==> config.mk <==
export PLATFORM = sky130hd
export DESIGN_NAME = axi_burst_master
export DESIGN_NICKNAME = d
export VERILOG_FILES = /design/src/rtl/axi_burst_pkg.sv /design/src/rtl/axi_watchdog.sv /design/src/rtl/axi_burst_master.sv
export SDC_FILE = /design/constraint.sdc
export NUM_CORES = 1
export LEC_CHECK = 0
export ABC_AREA = 1
export CORE_AREA = 2 2 540 542
export DETAILED_ROUTE_END_ITERATION = 7
export DIE_AREA = 0 0 542 544
export GPL_ROUTABILITY_DRIVEN = 1
export PLACE_DENSITY_LB_ADDON = 0.2
export SYNTH_ARGS = -nofsm -noshare
export SYNTH_HDL_FRONTEND = slang
export SYNTH_SLANG_ARGS = --single-unit
==> constraint.sdc <==
create_clock -name clk -period 12.75 [get_ports clk]
set_input_delay 1.275 -clock clk [delete_from_list [all_inputs] [get_ports clk]]
set_output_delay 1.275 -clock clk [all_outputs]
set_load 0.01 [all_outputs]
==> src/rtl/axi_burst_pkg.sv <==
// Shared types and constants for the AXI4 write-then-read burst tester.
package axi_burst_pkg;

  typedef enum logic [2:0] {
    ST_IDLE,
    ST_AW,
    ST_W,
    ST_B,
    ST_AR,
    ST_R
  } state_t;

  localparam logic [1:0] BURST_INCR = 2'b01;
  localparam logic [1:0] RESP_OKAY  = 2'b00;

  // err_flags = {timeout, rlast_err, rresp_err, bresp_err}
  localparam int unsigned ERR_W       = 4;
  localparam int unsigned ERR_BRESP   = 0;
  localparam int unsigned ERR_RRESP   = 1;
  localparam int unsigned ERR_RLAST   = 2;
  localparam int unsigned ERR_TIMEOUT = 3;

  localparam int unsigned ID_W = 4;

endpackage

==> src/rtl/axi_watchdog.sv <==
// Per-phase watchdog: counts enabled cycles since the last clear and flags
// expiry in the cycle the count reaches TIMEOUT.
module axi_watchdog #(
  parameter int unsigned TIMEOUT = 1024
) (
  input  logic clk,
  input  logic reset,
  input  logic enable,
  input  logic clear,
  output logic expired
);

  localparam int unsigned CNT_W = $clog2(TIMEOUT + 1);

  logic [CNT_W-1:0] cnt;

  // Combinational so the owner can react on the very edge the budget runs out.
  assign expired = enable && !clear && (cnt == CNT_W'(TIMEOUT - 1));

  always_ff @(posedge clk or posedge reset) begin
    if (reset) begin
      cnt <= '0;
    end else if (!enable || clear || expired) begin
      cnt <= '0;
    end else begin
      cnt <= cnt + CNT_W'(1);
    end
  end

endmodule

==> src/rtl/axi_burst_master.sv <==
// AXI4 burst tester: writes an incrementing pattern, reads it back, and
// reports response/last/timeout errors plus the start-to-done cycle count.
module axi_burst_master
  import axi_burst_pkg::*;
#(
  parameter int unsigned AW      = 64,
  parameter int unsigned DW      = 512,
  parameter int unsigned TIMEOUT = 1024
) (
  input  logic                clk,
  input  logic                reset,
  input  logic                start,
  input  logic [AW-1:0]       base_addr,
  input  logic [7:0]          burst_len,
  output logic                busy,
  output logic                done,
  output logic [ERR_W-1:0]    err_flags,
  output logic [31:0]         cycles,

  output logic [ID_W-1:0]     M_AXI_AWID,
  output logic [AW-1:0]       M_AXI_AWADDR,
  output logic [7:0]          M_AXI_AWLEN,
  output logic [2:0]          M_AXI_AWSIZE,
  output logic [1:0]          M_AXI_AWBURST,
  output logic                M_AXI_AWLOCK,
  output logic [3:0]          M_AXI_AWCACHE,
  output logic [2:0]          M_AXI_AWPROT,
  output logic [3:0]          M_AXI_AWQOS,
  output logic                M_AXI_AWVALID,
  input  logic                M_AXI_AWREADY,

  output logic [DW-1:0]       M_AXI_WDATA,
  output logic [DW/8-1:0]     M_AXI_WSTRB,
  output logic                M_AXI_WLAST,
  output logic                M_AXI_WVALID,
  input  logic                M_AXI_WREADY,

  input  logic [1:0]          M_AXI_BRESP,
  input  logic                M_AXI_BVALID,
  output logic                M_AXI_BREADY,

  output logic [ID_W-1:0]     M_AXI_ARID,
  output logic [AW-1:0]       M_AXI_ARADDR,
  output logic [7:0]          M_AXI_ARLEN,
  output logic [2:0]          M_AXI_ARSIZE,
  output logic [1:0]          M_AXI_ARBURST,
  output logic                M_AXI_ARLOCK,
  output logic [3:0]          M_AXI_ARCACHE,
  output logic [2:0]          M_AXI_ARPROT,
  output logic [3:0]          M_AXI_ARQOS,
  output logic                M_AXI_ARVALID,
  input  logic                M_AXI_ARREADY,

  input  logic [DW-1:0]       M_AXI_RDATA,
  input  logic [1:0]          M_AXI_RRESP,
  input  logic                M_AXI_RLAST,
  input  logic                M_AXI_RVALID,
  output logic                M_AXI_RREADY
);

  localparam int unsigned NWORD    = DW / 32;
  localparam logic [2:0]  AXI_SIZE = 3'($clog2(DW / 8));

  state_t          state;
  logic [AW-1:0]   addr_q;
  logic [7:0]      len_q;
  logic [7:0]      beat;
  logic [31:0]     word_q;
  logic            aw_valid, w_valid, w_last, b_ready, ar_valid, r_ready;

  logic aw_hs, w_hs, b_hs, ar_hs, r_hs;
  logic any_hs, wd_enable, wd_expired;
  logic unused_rdata;

  assign aw_hs  = aw_valid && M_AXI_AWREADY;
  assign w_hs   = w_valid  && M_AXI_WREADY;
  assign b_hs   = b_ready  && M_AXI_BVALID;
  assign ar_hs  = ar_valid && M_AXI_ARREADY;
  assign r_hs   = r_ready  && M_AXI_RVALID;
  assign any_hs = aw_hs || w_hs || b_hs || ar_hs || r_hs;

  assign wd_enable    = (state != ST_IDLE);
  assign unused_rdata = ^M_AXI_RDATA;

  axi_watchdog #(.TIMEOUT(TIMEOUT)) u_watchdog (
    .clk     (clk),
    .reset   (reset),
    .enable  (wd_enable),
    .clear   (any_hs),
    .expired (wd_expired)
  );

  // Read and write address channels share the latched burst description.
  assign M_AXI_AWID    = '0;
  assign M_AXI_AWADDR  = addr_q;
  assign M_AXI_AWLEN   = len_q;
  assign M_AXI_AWSIZE  = AXI_SIZE;
  assign M_AXI_AWBURST = BURST_INCR;
  assign M_AXI_AWLOCK  = 1'b0;
  assign M_AXI_AWCACHE = '0;
  assign M_AXI_AWPROT  = '0;
  assign M_AXI_AWQOS   = '0;
  assign M_AXI_AWVALID = aw_valid;

  assign M_AXI_WDATA   = {NWORD{word_q}};
  assign M_AXI_WSTRB   = '1;
  assign M_AXI_WLAST   = w_last;
  assign M_AXI_WVALID  = w_valid;
  assign M_AXI_BREADY  = b_ready;

  assign M_AXI_ARID    = '0;
  assign M_AXI_ARADDR  = addr_q;
  assign M_AXI_ARLEN   = len_q;
  assign M_AXI_ARSIZE  = AXI_SIZE;
  assign M_AXI_ARBURST = BURST_INCR;
  assign M_AXI_ARLOCK  = 1'b0;
  assign M_AXI_ARCACHE = '0;
  assign M_AXI_ARPROT  = '0;
  assign M_AXI_ARQOS   = '0;
  assign M_AXI_ARVALID = ar_valid;
  assign M_AXI_RREADY  = r_ready;

  always_ff @(posedge clk or posedge reset) begin
    if (reset) begin
      state     <= ST_IDLE;
      addr_q    <= '0;
      len_q     <= '0;
      beat      <= '0;
      word_q    <= '0;
      aw_valid  <= 1'b0;
      w_valid   <= 1'b0;
      w_last    <= 1'b0;
      b_ready   <= 1'b0;
      ar_valid  <= 1'b0;
      r_ready   <= 1'b0;
      busy      <= 1'b0;
      done      <= 1'b0;
      err_flags <= '0;
      cycles    <= '0;
    end else begin
      done <= 1'b0;
      if (busy && (cycles != 32'hFFFF_FFFF)) begin
        cycles <= cycles + 32'd1;
      end

      if (wd_expired) begin
        // A stuck phase abandons the test; all handshakes are withdrawn.
        aw_valid               <= 1'b0;
        w_valid                <= 1'b0;
        w_last                 <= 1'b0;
        b_ready                <= 1'b0;
        ar_valid               <= 1'b0;
        r_ready                <= 1'b0;
        busy                   <= 1'b0;
        done                   <= 1'b1;
        err_flags[ERR_TIMEOUT] <= 1'b1;
        state                  <= ST_IDLE;
      end else begin
        unique case (state)
          ST_IDLE: begin
            if (start) begin
              addr_q    <= base_addr;
              len_q     <= burst_len;
              err_flags <= '0;
              cycles    <= '0;
              aw_valid  <= 1'b1;
              busy      <= 1'b1;
              state     <= ST_AW;
            end
          end
          ST_AW: begin
            if (aw_hs) begin
              aw_valid <= 1'b0;
              w_valid  <= 1'b1;
              beat     <= '0;
              word_q   <= addr_q[31:0];
              w_last   <= (len_q == 8'd0);
              state    <= ST_W;
            end
          end
          ST_W: begin
            if (w_hs) begin
              if (beat == len_q) begin
                w_valid <= 1'b0;
                w_last  <= 1'b0;
                b_ready <= 1'b1;
                state   <= ST_B;
              end else begin
                beat   <= beat + 8'd1;
                word_q <= word_q + 32'd1;
                w_last <= ((beat + 8'd1) == len_q);
              end
            end
          end
          ST_B: begin
            if (b_hs) begin
              b_ready <= 1'b0;
              if (M_AXI_BRESP != RESP_OKAY) begin
                err_flags[ERR_BRESP] <= 1'b1;
              end
              ar_valid <= 1'b1;
              state    <= ST_AR;
            end
          end
          ST_AR: begin
            if (ar_hs) begin
              ar_valid <= 1'b0;
              r_ready  <= 1'b1;
              beat     <= '0;
              state    <= ST_R;
            end
          end
          ST_R: begin
            // Beat count, not RLAST, ends the read so a bad RLAST is only flagged.
            if (r_hs) begin
              if (M_AXI_RRESP != RESP_OKAY) begin
                err_flags[ERR_RRESP] <= 1'b1;
              end
              if (M_AXI_RLAST != (beat == len_q)) begin
                err_flags[ERR_RLAST] <= 1'b1;
              end
              if (beat == len_q) begin
                r_ready <= 1'b0;
                busy    <= 1'b0;
                done    <= 1'b1;
                state   <= ST_IDLE;
              end else begin
                beat <= beat + 8'd1;
              end
            end
          end
          default: state <= ST_IDLE;
        endcase
      end
    end
  end

endmodule

==> flow_summary.json <==
{
  "slowest_delay_ps": 1130,
  "dieArea_sq_um": 295000,
  "timing.final.crit_share": 0.288,
  "ant_nets": 0,
  "core-area_sq_um": 289000,
  "synth_edf_count": 0,
  "ys_types": 38,
  "grt_max_degree": 94,
  "clock_latency_ps": 540,
  "slowest_stage": "dfrtp_1",
  "setup_slack_ps": 9070,
  "critPathKind": "reg2out",
  "drt-initial-drc-count": 594,
  "powerDensity_nw_per_um2": 51.1,
  "gr-total-overflow": 0,
  "die_h_um": 544,
  "syn_to_final_growth_pct": 61.2,
  "setup_violations": 0,
  "wl_per_cell_um": 13.7,
  "drc": 0,
  "fin_nets": 2833,
  "synth.area.top_cells": "buf_4 35%, dfrtp_1 30%, nand2_1 15%",
  "cts_sinks": 170,
  "tightest_slew_ps": 1180,
  "wirelength_um": 83300,
  "seq_area_sq_um": 4260,
  "async_flop_share": 1.00,
  "critPathTopFamily": "flip-flops",
  "root_buffer": "clkbuf_16",
  "p_leak_nw": 8.87,
  "dp.cells": 6013,
  "mappedNetlistArea_sq_um": 14300,
  "crit_fanout": 21,
  "design_area_sq_um": 23100,
  "clock_path_buffers": 2,
  "syn_area_per_cell_sq_um": 7.18,
  "endpoint_kind": "output pin",
  "multi_input_area_sq_um": 4860,
  "n_fill_cell": 33800,
  "setup-tns-final_ps": 0,
  "max_slew_margin": 0.213,
  "ys_ff_latch": 170,
  "gp_congestion": 0.725,
  "post_cts_resized": 0,
  "final_cell_mix": "784 x clkdlybuf4s50_1, 553 x nand2_1, 165 x dfrtp_1, 128 x inv_1, 110 x nor2_1",
  "path_cells": "clkdlybuf4s50_1",
  "stdcell_count": 6064,
  "critPathBufInv": 1,
  "yosysWarningCount": 0,
  "status": "finished clean",
  "worstSetupStartpointType": "flip-flop",
  "rsz0062_at_grt": "false",
  "drv_slew": 0,
  "vias": 12700,
  "final_common_cell": "clkdlybuf4s50_1",
  "worstPathArrival_ps": 2400,
  "dp_slack_ps": 8980,
  "drive_gt1_frac": 0.0374,
  "core.rowCount": 198,
  "cts_made_buffers": 17,
  "synth_top_cell_area_share": 0.347,
  "fin_worst_skew_ps": 20.1,
  "ys.flop_type": "dfrtp_1",
  "die_w_um": 542,
  "holdCritPathClass": "reg2reg",
  "max_freq_mhz": 272,
  "grt_pass1_vias": 11500,
  "via_per_inst": 2.09,
  "synth.yosys.seq_area_share": 0.297,
  "dp_hpwl_um": 66700,
  "io_pins": 1403,
  "first_pass_iters": 5,
  "cp.required_ps": 11480,
  "clk_pin_slew_ps": 90,
  "port_buffers": 784,
  "cts-hold-fix-buffers": 0,
  "grt_pass1_wl_um": 106000,
  "hold_violations": 0,
  "track_usage": 0.0540,
  "start_util": 0.0495,
  "fin_crit_ps": 3680,
  "maxCapViolCount": 0,
  "cts_tree": "done",
  "htreeDepth": 4,
  "synth_area_leader_cell": "buf_4",
  "antenna_found_initial": 33,
  "peakVddDrop_uv": 79.1,
  "place_area_sq_um": 22400,
  "cts_setup_buffers": 0,
  "syn_inst": 1994
}
flip-flops by register name (all words and copies together) (netlist names), 3 cells and up:
register        count
M_AXI_ARADDR       64
M_AXI_ARLEN         8
word_q             32
cycles             32
state               3
u_watchdog.cnt     11
err_flags           4
beat                8
area by class of cell:
type,instances,share of cell area
tap,3800,0.206
sequential,170,0.185
inverter,132,0.0219
antenna,19,0.00206
multi-input combinational,1101,0.211
clock inverter,15,0.00748
timing repair buffer,810,0.349
clock buffer,17,0.0184
metrics by stage:
stage / total power [mW] / utilization / hold WS (ps)
floorplan: 0.595 / - / 425
global placement: 0.605 / 0.0775 / 446
detailed placement: 0.605 / 0.0775 / 447
CTS: 1.23 / 0.0796 / 465
global route: 1.24 / 0.0796 / 513
finish: 1.18 / 0.0797 / 460
kinds of logic after synthesis:
family          Yosys count  synth area share
compound gates          140            0.0528
xor+xnor                 26            0.0159
fa+ha+maj                 4           0.00350
buf+inv                 827             0.391
flops                   170             0.297
mux                       1          0.000699
other cells               2          0.000525
simple gates            824             0.238
layer usage:
layer  vias to the layer above  share of wire  global-route usage  routed length, um
met5                         -        0.00030                   0                 25
met4                         4          0.017              0.0139               1420
met3                        63          0.070              0.0135               5800
met2                       734           0.55               0.106              45600
met1                      5906           0.36              0.0560              30400
li1                       5962              -                   -                  -
synth_stat cells (4+ instances only):
| cell type | number |
|---|---|
| o211ai_1 | 8 |
| nand2_1 | 553 |
| nor3_1 | 26 |
| dfrtp_1 | 170 |
| inv_1 | 130 |
| nand3_1 | 79 |
| o21ai_0 | 80 |
| xor2_1 | 22 |
| a21oi_1 | 43 |
| buf_2 | 14 |
| clkbuf_1 | 17 |
| ha_1 | 4 |
| nand4_1 | 20 |
| buf_4 | 661 |
| nor2_1 | 110 |
| xnor2_1 | 4 |
| nor3b_1 | 7 |
| nand2_2 | 5 |
| nand3b_1 | 11 |
worst paths after layout:
path	depth (start not counted)	start	to	slack [ps]
max in group asynchronous	3	reset	word_q[4]	10280
min in group asynchronous	2	reset	cycles[31]	1260
worst max-delay path	1	word_q[29]	M_AXI_WDATA[349]	9070
worst min register to register	1	u_watchdog.cnt[0]	u_watchdog.cnt[0]	460
worst max register to register	10	cycles[0]	cycles[5]	9320
worst min-delay path	1	u_watchdog.cnt[0]	u_watchdog.cnt[0]	460
where the power goes:
group	internal, mW	switching, mW	total [mW]
clock	0.263	0.322	0.586
sequential	0.539	0	0.539
combinational	0.0229	0.0313	0.0542
Note: power is estimated with default switching activity, not from simulation.
